### config.mk
export PLATFORM = sky130hd
export DESIGN_NAME = seg_display_mux
export DESIGN_NICKNAME = d
export VERILOG_FILES = /design/src/rtl/seg_display_mux.sv
export SDC_FILE = /design/constraint.sdc
export NUM_CORES = 1
export LEC_CHECK = 0
export BUFFER_PORTS_ARGS = -buffer_cell sky130_fd_sc_hd__buf_4
export CORE_MARGIN = 5
export CORE_UTILIZATION = 55
export DETAILED_ROUTE_END_ITERATION = 6
export GPL_ROUTABILITY_DRIVEN = 0
export PLACE_DENSITY_LB_ADDON = 0.12
export SETUP_SLACK_MARGIN = 0.4
export SLEW_MARGIN = 20
export SYNTH_ARGS = -nofsm -noshare
export SYNTH_HDL_FRONTEND = slang
export SYNTH_SLANG_ARGS = --single-unit
### constraint.sdc
create_clock -name clk -period 2.6 [get_ports clk]
set_input_delay 0 -clock clk [delete_from_list [all_inputs] [get_ports clk]]
set_output_delay 0 -clock clk [all_outputs]
set_load 0.01 [all_outputs]
### src/rtl/seg_display_mux.sv
// seg_display_mux: time-multiplexed N-digit seven-segment driver with frame-atomic buffering.
// Ports:
//   clk, rst           system clock, synchronous active-high reset
//   data, dp, load     packed hex nibbles / decimal points, captured into the shadow buffer on load
//   blank_lz           suppress segments of leading zero digits
//   brightness         on-time per slot, in units of 2^(DIV_W-BRIGHT_W) cycles
//   anodes, seg        registered digit enables and segments (bit7 = dp), polarity per parameters
//   frame_done         one-cycle pulse after each frame wrap
module seg_display_mux #(
    parameter int NUM_DIGITS       = 4,
    parameter int DIV_W            = 13,
    parameter int BRIGHT_W         = 2,
    parameter bit ANODE_ACTIVE_LOW = 1'b0,
    parameter bit SEG_ACTIVE_LOW   = 1'b0
) (
    input  logic                    clk,
    input  logic                    rst,
    input  logic [4*NUM_DIGITS-1:0] data,
    input  logic [NUM_DIGITS-1:0]   dp,
    input  logic                    load,
    input  logic                    blank_lz,
    input  logic [BRIGHT_W-1:0]     brightness,
    output logic [NUM_DIGITS-1:0]   anodes,
    output logic [7:0]              seg,
    output logic                    frame_done
);
    localparam int IDX_W = NUM_DIGITS > 1 ? $clog2(NUM_DIGITS) : 1;

    logic [DIV_W-1:0]        cnt_q, cnt_d;
    logic [IDX_W-1:0]        idx_q, idx_d;
    logic [4*NUM_DIGITS-1:0] shadow_data_q, shadow_data_d, disp_data_q, disp_data_d;
    logic [NUM_DIGITS-1:0]   shadow_dp_q, shadow_dp_d, disp_dp_q, disp_dp_d;
    logic [NUM_DIGITS-1:0]   anodes_q, anodes_d, act;
    logic [7:0]              seg_q, seg_d;
    logic                    frame_done_q, frame_done_d;
    logic                    slot_end, wrap, on, dp_bit;
    logic [3:0]              nib;
    logic [IDX_W-1:0]        lead;
    logic [6:0]              glyph;

    function automatic logic [6:0] hex7(input logic [3:0] n);
        case (n)
            4'h0: hex7 = 7'h3F;
            4'h1: hex7 = 7'h06;
            4'h2: hex7 = 7'h5B;
            4'h3: hex7 = 7'h4F;
            4'h4: hex7 = 7'h66;
            4'h5: hex7 = 7'h6D;
            4'h6: hex7 = 7'h7D;
            4'h7: hex7 = 7'h07;
            4'h8: hex7 = 7'h7F;
            4'h9: hex7 = 7'h6F;
            4'hA: hex7 = 7'h77;
            4'hB: hex7 = 7'h7C;
            4'hC: hex7 = 7'h39;
            4'hD: hex7 = 7'h5E;
            4'hE: hex7 = 7'h79;
            default: hex7 = 7'h71;
        endcase
    endfunction

    always_comb begin
        slot_end      = &cnt_q;
        wrap          = slot_end && (idx_q == IDX_W'(NUM_DIGITS - 1));
        cnt_d         = cnt_q + 1'b1;
        idx_d         = slot_end ? (wrap ? '0 : idx_q + 1'b1) : idx_q;
        shadow_data_d = load ? data : shadow_data_q;
        shadow_dp_d   = load ? dp : shadow_dp_q;
        // Taking the shadow's next value gives the load-at-wrap bypass for free.
        disp_data_d   = wrap ? shadow_data_d : disp_data_q;
        disp_dp_d     = wrap ? shadow_dp_d : disp_dp_q;
        on            = cnt_q[DIV_W-1 -: BRIGHT_W] < brightness;
        nib           = '0;
        dp_bit        = 1'b0;
        lead          = '0;
        act           = '0;
        for (int i = 0; i < NUM_DIGITS; i++) begin
            if (idx_q == IDX_W'(i)) begin
                nib    = disp_data_q[4*i +: 4];
                dp_bit = disp_dp_q[i];
            end
            if (disp_data_q[4*i +: 4] != 4'h0) lead = IDX_W'(i);
            act[i] = on && (idx_q == IDX_W'(i));
        end
        // lead is 0 when all digits are zero, so digit 0 is never suppressed.
        glyph         = (blank_lz && idx_q > lead) ? 7'h00 : hex7(nib);
        anodes_d      = act ^ {NUM_DIGITS{ANODE_ACTIVE_LOW}};
        seg_d         = (on ? {dp_bit, glyph} : 8'h00) ^ {8{SEG_ACTIVE_LOW}};
        frame_done_d  = wrap;
    end

    always_ff @(posedge clk) begin
        if (rst) begin
            cnt_q         <= '0;
            idx_q         <= '0;
            shadow_data_q <= '0;
            shadow_dp_q   <= '0;
            disp_data_q   <= '0;
            disp_dp_q     <= '0;
            anodes_q      <= {NUM_DIGITS{ANODE_ACTIVE_LOW}};
            seg_q         <= {8{SEG_ACTIVE_LOW}};
            frame_done_q  <= 1'b0;
        end else begin
            cnt_q         <= cnt_d;
            idx_q         <= idx_d;
            shadow_data_q <= shadow_data_d;
            shadow_dp_q   <= shadow_dp_d;
            disp_data_q   <= disp_data_d;
            disp_dp_q     <= disp_dp_d;
            anodes_q      <= anodes_d;
            seg_q         <= seg_d;
            frame_done_q  <= frame_done_d;
        end
    end

    assign anodes     = anodes_q;
    assign seg        = seg_q;
    assign frame_done = frame_done_q;
endmodule

==> results by group, run 1 <==
Status
  • Status: complete, no violations

STA
  • Ratio of final minimum period to clock period: about four fifths
  • Final WS setup: between 500 and 600 ps
  • Slew Limit Headroom: a little under three fifths
  • Slew @ Worst Pin: 664 ps
  • Final min period: 2070 ps
  • Setup TNS: 0 ps
  • Final setup skew: 5.29 ps
  • # setup viols final: 0
  • Peak Freq: 484 MHz
  • Slew Viols, Final: 0
  • Final hold vios: 0
  • RSZ-0062 raised after global routing: false

Yosys
  • Post-synth cell types: 45
  • Syn nets: 355
  • Gate count after technology mapping: 314
  • YS warnings: 0
  • Top FF cell, synth: dfxtp_1
  • Post-synth EDFFs: 0
  • Asr flop ratio synth: 0%
  • Seq/Total Area, Yosys: 45.4%
  • Syn Area/Cell: around 9.6 um^2
  • FF+latch count, synth: roughly 70
  • Cell area after synthesis: between 2000 and 3000 um^2

Setup path
  • Slowest CP cell: or4_1
  • Max stage delay on crit path: 550 ps
  • Top delay family on crit path: compound AO/OA/AOI/OAI gates
  • Crit end category: flop
  • Crit path buffers/inverters: 0
  • Worst path most repeated cell: nand2_1
  • CP max FO: 7
  • CP Data Required Time: 2840 ps
  • Worst Path Arrival: ~2300 ps
  • CP Class: reg2reg
  • Startpoint types: flop
  • Critical-path cell list: or4_1 > o21bai_1 > ha_1 > nand2_1 > nand2_1 > o21ai_2 > a31oi_1 > o21a_1

Clock network
  • Clock-pin slew on the worst setup and hold paths: approximately 70 ps
  • CTS tree: built
  • CTS Buf Count: 9
  • CTS Root Cell: clkbuf_8
  • Worst-Skew Late Latency: 340 ps
  • Clock Path Buffers: 2
  • H-tree levels: 3
  • Clk sinks: 68

Placed design
  • Port Buffers: 38
  • Placed inst area: 3320 um^2
  • DP Wirelength: 3.78 mm
  • Pre-CTS WS: between 100 and 150 ps

Die
  • # IOs: 39
  • Rows: 26
  • Die height: 83.8 um
  • Die Span X: around 84 um
  • Effective utilization at floorplan: 57.6%
  • Core ar.: between 5000 and 6000 um^2
  • Overall die area: 7030 um^2

Global routing
  • Largest net degree at the start of global routing: 78
  • Initial antenna violation count: 0
  • First-pass GRT wire length: 9.84 mm
  • Vias in the first global route: 2,109
  • Grt total ovfl: 0
  • GRT Overall Usage: 17.4%

Routing
  • DRT Pass-1 Iters: 5
  • Initial DRC count: 91
  • Routed WL per cell: 13.2 um
  • Vias post-DR: 2,326
  • Post-route ant nets: 0
  • Final WL: 5.83 mm
  • Drt drc: 0
  • Vias per cell: between 5 and 6

Finish
  • Diode count: 0
  • Commonest non-fill, non-tap cells in the layout: 66 x dfxtp_1, 41 x buf_4, 38 x nor2_1
  • NumNets Final: 409
  • Area grow syn2layout: 25.5%
  • Final Cell Area: 3760 um^2
  • Share of cells above drive strength 1: 20.4%
  • Most common cell after layout, fill and taps aside: dfxtp_1

Pwr
  • VDD IR max: 0.552 mV
  • Pwr dens: 532 nW/um^2
  • Leak Pwr: 1.52 nW
  • Power consumption: 2.00 mW

Flow run
  • Max_cap viols: 0

Worst hold path
  • Hold WC Path Type: in2reg
==> worst register-to-register path, cell delays in order (launching register included) <==
cell      delay (ps)
dfxtp_1          340
or4_1            550
o21bai_1         200
ha_1             280
nand2_1           60
nand2_1           60
o21ai_2          290
a31oi_1           80
o21a_1           110
==> final timing paths <==
check / from / end / slack [ps] / cells after the start
max: disp_data_q[15]$_SDFFE_PP0P_ / seg[4]$_SDFF_PP0_ / 530 / 8
min: blank_lz / seg[2]$_SDFF_PP0_ / 100 / 4
max reg2reg: disp_data_q[15]$_SDFFE_PP0P_ / seg[4]$_SDFF_PP0_ / 530 / 8
min reg2reg: cnt_q[0]$_SDFF_PP0_ / cnt_q[0]$_SDFF_PP0_ / 460 / 1
==> kinds of logic after synthesis <==
| kind of cell | Yosys count | share of synthesized area, % |
|---|---|---|
| AO/OA/AOI/OAI | 53 | 12.1 |
| XOR/XNOR | 7 | 2.04 |
| adder cells (fa/ha/maj) | 15 | 6.26 |
| buffers and inverters | 26 | 3.55 |
| flip-flops | 68 | 45.4 |
| multiplexers | 25 | 8.39 |
| AND/OR/NAND/NOR | 120 | 22.2 |
==> where the power goes <==
part | total (mW) | switching, mW | internal, mW | leakage (nW)
clock network | 0.772 | 0.402 | 0.369 | 0.0885
logic | 0.149 | 0.0651 | 0.0837 | 0.879
registers | 1.08 | 0.00952 | 1.07 | 0.556
total | 2.00 | 0.477 | 1.52 | 1.52
==> synthesized netlist by cell type, types with 2 or more instances <==
library cell	count	area share [%]
nand2_1	16	2.0
and2_1	5	1.0
o31ai_1	20	5.0
a31oi_1	4	0.83
or3_2	2	0.50
nand3b_1	25	6.3
o21ai_0	5	0.83
or3_1	3	0.63
nand3_1	9	1.5
mux2i_1	24	8.0
xnor2_1	3	0.88
buf_2	3	0.50
xor2_1	4	1.2
nor2_1	39	4.9
nand2b_1	4	0.83
inv_1	8	1.0
nor3b_1	2	0.50
dfxtp_1	68	45
ha_1	15	6.3
a21oi_1	11	1.8
clkbuf_1	13	1.6
or4_1	2	0.50
nor2b_1	3	0.63
nor3_1	5	0.83
==> timing repair <==
action	in CTS	in global routing
setup endpoints to repair	7	7
hold endpoints to repair	20	0
resized for setup	5	10
cloned	0	0
setup buffers	0	0
hold buffers	20	0
==> stage by stage <==
step / hold slack (ps) / util, % / cells
5_1_grt: 119 / 72.3 / 443
2_1_floorplan: 167 / - / 314
3_5_place_dp: 273 / 63.7 / 407
6_report: 95.8 / 72.3 / 443
3_3_place_gp: 266 / 63.7 / 407
4_1_cts: 141 / 71.5 / 443
==> registers in the layout, summed over array words and instances (netlist names) <==
name / flops
seg: 8
cnt_q: 13
frame_done: 1
anodes: 4
disp_dp_q: 4
shadow_dp_q: 4
disp_data_q: 16
shadow_data_q: 16
idx_q: 2
==> routing by layer <==
metal	vias up	share of wire [%]	track usage [%]	wire (um)
met3	12	5.0	5.82	293
met4	0	2.2	7.02	127
li1	1221	-	-	-
met5	-	0	0	0
met1	1042	50	23.4	2930
met2	51	42	25.5	2470
==> cell type report <==
cell class	instances	area (um^2)
Clock buffer	10	138
Clock inverter	6	38.8
Fill cell	403	1440
Inverter	8	30.0
Multi-Input combinational cell	220	1600
Sequential cell	68	1360
Tap cell	70	87.6
Timing Repair Buffer	61	508
(Power assumes the default switching activity.)
==> run 2, diff against run 1 <==
--- a/config.mk
+++ b/config.mk
@@ -7,7 +7,7 @@
 export LEC_CHECK = 0
 export BUFFER_PORTS_ARGS = -buffer_cell sky130_fd_sc_hd__buf_4
 export CORE_MARGIN = 5
-export CORE_UTILIZATION = 55
+export CORE_UTILIZATION = 51
 export DETAILED_ROUTE_END_ITERATION = 6
 export GPL_ROUTABILITY_DRIVEN = 0
 export PLACE_DENSITY_LB_ADDON = 0.12
==> constraint.sdc (replaced) <==
create_clock -name clk -period 1.7 [get_ports clk]
set_input_delay 0 -clock clk [delete_from_list [all_inputs] [get_ports clk]]
set_output_delay 0 -clock clk [all_outputs]
set_load 0.01 [all_outputs]
==> run 2 against run 1 <==
Against the previous run: the run now ends with negative setup slack left; core utilization up 13 points; worst hold slack better by 18 ps; combinational power is 94% higher; critical path type unchanged; highest routed layer unchanged.
==> results by group, run 2 (synthesized netlist as in run 1, its figures left out) <==
Finish
  • Area grow syn2layout: 66.1%
  • Core Util, Final: 85.7% (+13 points)
  • Multi-input gate area: 2000 um^2 (+25%)
  • Share of cells above drive strength 1: 47.0% (+27 points)
  • Commonest non-fill, non-tap cells in the layout: 80 x buf_4, 57 x dfxtp_1, 36 x nor2_1
  • NumNets Final: 474 (+16%)
  • Fin cells: 513 (+16%)
  • Diode count: 0 (unchanged)
  • Register area: 1390 um^2 (+1.7%)
  • Final Cell Area: 4980 um^2 (+32%)
  • Fill count: 286 (-29%)
  • Top Registers: disp_data_q (16), shadow_data_q (16), cnt_q (13)
  • Most common cell after layout, fill and taps aside: buf_4

Die
  • Effective utilization at floorplan: 51.6% (-6.0 points)
  • Die height: 86.7 um (+3.4%)
  • Rows: 28 (+7.7%)
  • Die Span X: 86.7 um (+3.4%)
  • Overall die area: 7510 um^2 (+6.9%)
  • Core ar.: 5820 um^2 (+12%)
  • # IOs: 39 (unchanged)

Global routing
  • Grt total ovfl: 0 (unchanged)
  • GRT Overall Usage: 24.2% (+6.8 points)
  • Vias in the first global route: 2,920 (+38%)
  • Largest net degree at the start of global routing: 77 (-1.3%)
  • Initial antenna violation count: 0 (unchanged)
  • First-pass GRT wire length: 14.1 mm (+43%)

Routing
  • Vias per cell: 5.72 (+8.9%)
  • DRT Pass-1 Iters: 4 (-1)
  • Vias post-DR: 2,933 (+26%)
  • Post-route ant nets: 0 (unchanged)
  • Final WL: 10.4 mm (+78%)
  • Routed WL per cell: 20.3 um (+54%)
  • Drt drc: 0 (unchanged)
  • Initial DRC count: 181 (+99%)

STA
  • Final min period: 2030 ps (-40.2 ps)
  • Ratio of final minimum period to clock period: 119% (+40 points)
  • RSZ-0062 raised after global routing: true
  • Slew Viols, Final: 0 (unchanged)
  • Peak Freq: 494 MHz (+2.0%)
  • Slew Limit Headroom: 48.7% (-7.0 points)
  • # setup viols final: 27 (+27)
  • Final WS setup: -326 ps (-860 ps)
  • Hold slack: 114 ps (+18.4 ps)
  • Final setup skew: 17.9 ps (+12.6 ps)
  • Final hold vios: 0 (unchanged)
  • Setup TNS: -5560 ps (-5560 ps)
  • Slew @ Worst Pin: 769 ps (+105 ps)

Placed design
  • Placed inst area: 3650 um^2 (+10%)
  • DP Wirelength: 4.41 mm (+17%)
  • Pre-CTS WS: -254 ps (-400 ps)
  • Port Buffers: 38 (unchanged)
  • Inst Count DP: 440 (+8.1%)

Setup path
  • Crit path buffers/inverters: 4 (+4)
  • R2r setup slk: -330 ps (-860 ps)
  • Crit end category: flop
  • Worst path most repeated cell: buf_6
  • Critical-path cell list: ha_4 > buf_6 > buf_6 > and4_4 > nand3_4 > buf_6 > buf_12 > o31ai_1
  • Max stage delay on crit path: 410 ps (-140 ps)
  • CP max FO: 8 (+1)
  • CP Data Required Time: 1920 ps (-920 ps)
  • CP Class: reg2reg
  • Worst Path Arrival: 2250 ps (-60 ps)
  • Slowest CP cell: dfxtp_4
  • Top delay family on crit path: buffers and inverters
  • Startpoint types: flop

Status
  • Status: finished, violations left
  • Failing checks: negative setup slack

Worst hold path
  • Hold WC Path Type: in2reg

Pwr
  • Power consumption: 3.52 mW (+76%)
  • VDD IR max: 0.771 mV (+40%)
  • Pwr dens: 707 nW/um^2 (+33%)
  • Leak Pwr: 2.10 nW (+38%)

Flow run
  • Max_cap viols: 0 (unchanged)

Clock network
  • CTS Buf Count: 9 (unchanged)
  • Clock-pin slew on the worst setup and hold paths: 80 ps (about the same)
  • Worst-Skew Late Latency: 360 ps (+20 ps)
  • CTS Root Cell: clkbuf_8
  • CTS tree: built
  • Clk sinks: 68 (unchanged)
  • H-tree levels: 3 (unchanged)
  • Clock Path Buffers: 2 (unchanged)
==> run 2: changes by cell type in the layout (fill, tap and decap cells not counted), sizes merged <==
cell,delta
buf,+64
bufinv,+2
clkbuf,+1
clkinv,-2
dlygate4sd3,+1
inv,-1
==> run 2: worst paths after layout <==
path	endpoint	cells past startpoint	start
min reg2reg	shadow_data_q[1]$_SDFF_PP0_	2	shadow_data_q[1]$_SDFF_PP0_
min	seg[1]$_SDFF_PP0_	4	blank_lz
max	disp_data_q[1]$_SDFFE_PP0P_	8	idx_q[0]$_SDFFE_PP0N_
max reg2reg	disp_data_q[1]$_SDFFE_PP0P_	8	idx_q[0]$_SDFFE_PP0N_
==> run 2: power by group <==
| part | switching, mW | total (mW) | leakage (nW) | internal (mW) |
|---|---|---|---|---|
| Combinational | 0.134 | 0.289 | 1.42 | 0.154 |
| Sequential | 0.0192 | 1.65 | 0.561 | 1.63 |
| Clock | 0.676 | 1.58 | 0.112 | 0.908 |
==> run 2: repair_timing <==
item,CTS,global route
setup buffers,15,15
resized for setup,51,49
setup endpoints to repair,37,41
hold buffers,21,0
gates cloned,6,0
endpoints found under the hold margin,21,0
pin swaps,13,18
==> run 2: layout make-up <==
type | count | share of cell area, %
inverters | 8 | 0.703
repair buffers | 126 | 24.8
flip-flops and latches | 68 | 27.9
well taps | 75 | 1.88
multi-input cells | 220 | 40.1
clock inverters | 5 | 1.68
clock buffers | 11 | 3.04
==> run 2: worst register-to-register path, delay by kind of cell, from the launching register on <==
family | cells | cell delay [ps]
buffers and inverters | 4 | 520
AO/OA/AOI/OAI | 1 | 370
AND/OR/NAND/NOR | 2 | 370
flip-flops | 1 | 410
adder cells (fa/ha/maj) | 1 | 240
==> run 2: routing by layer <==
metal / GRT usage (%) / vias up / part of all wire, %
met5: 0 / - / 0
met2: 42.3 / 124 / 52
met1: 27.7 / 1418 / 38
li1: - / 1356 / -
met3: 5.61 / 35 / 5.9
met4: 11.3 / 0 / 3.9
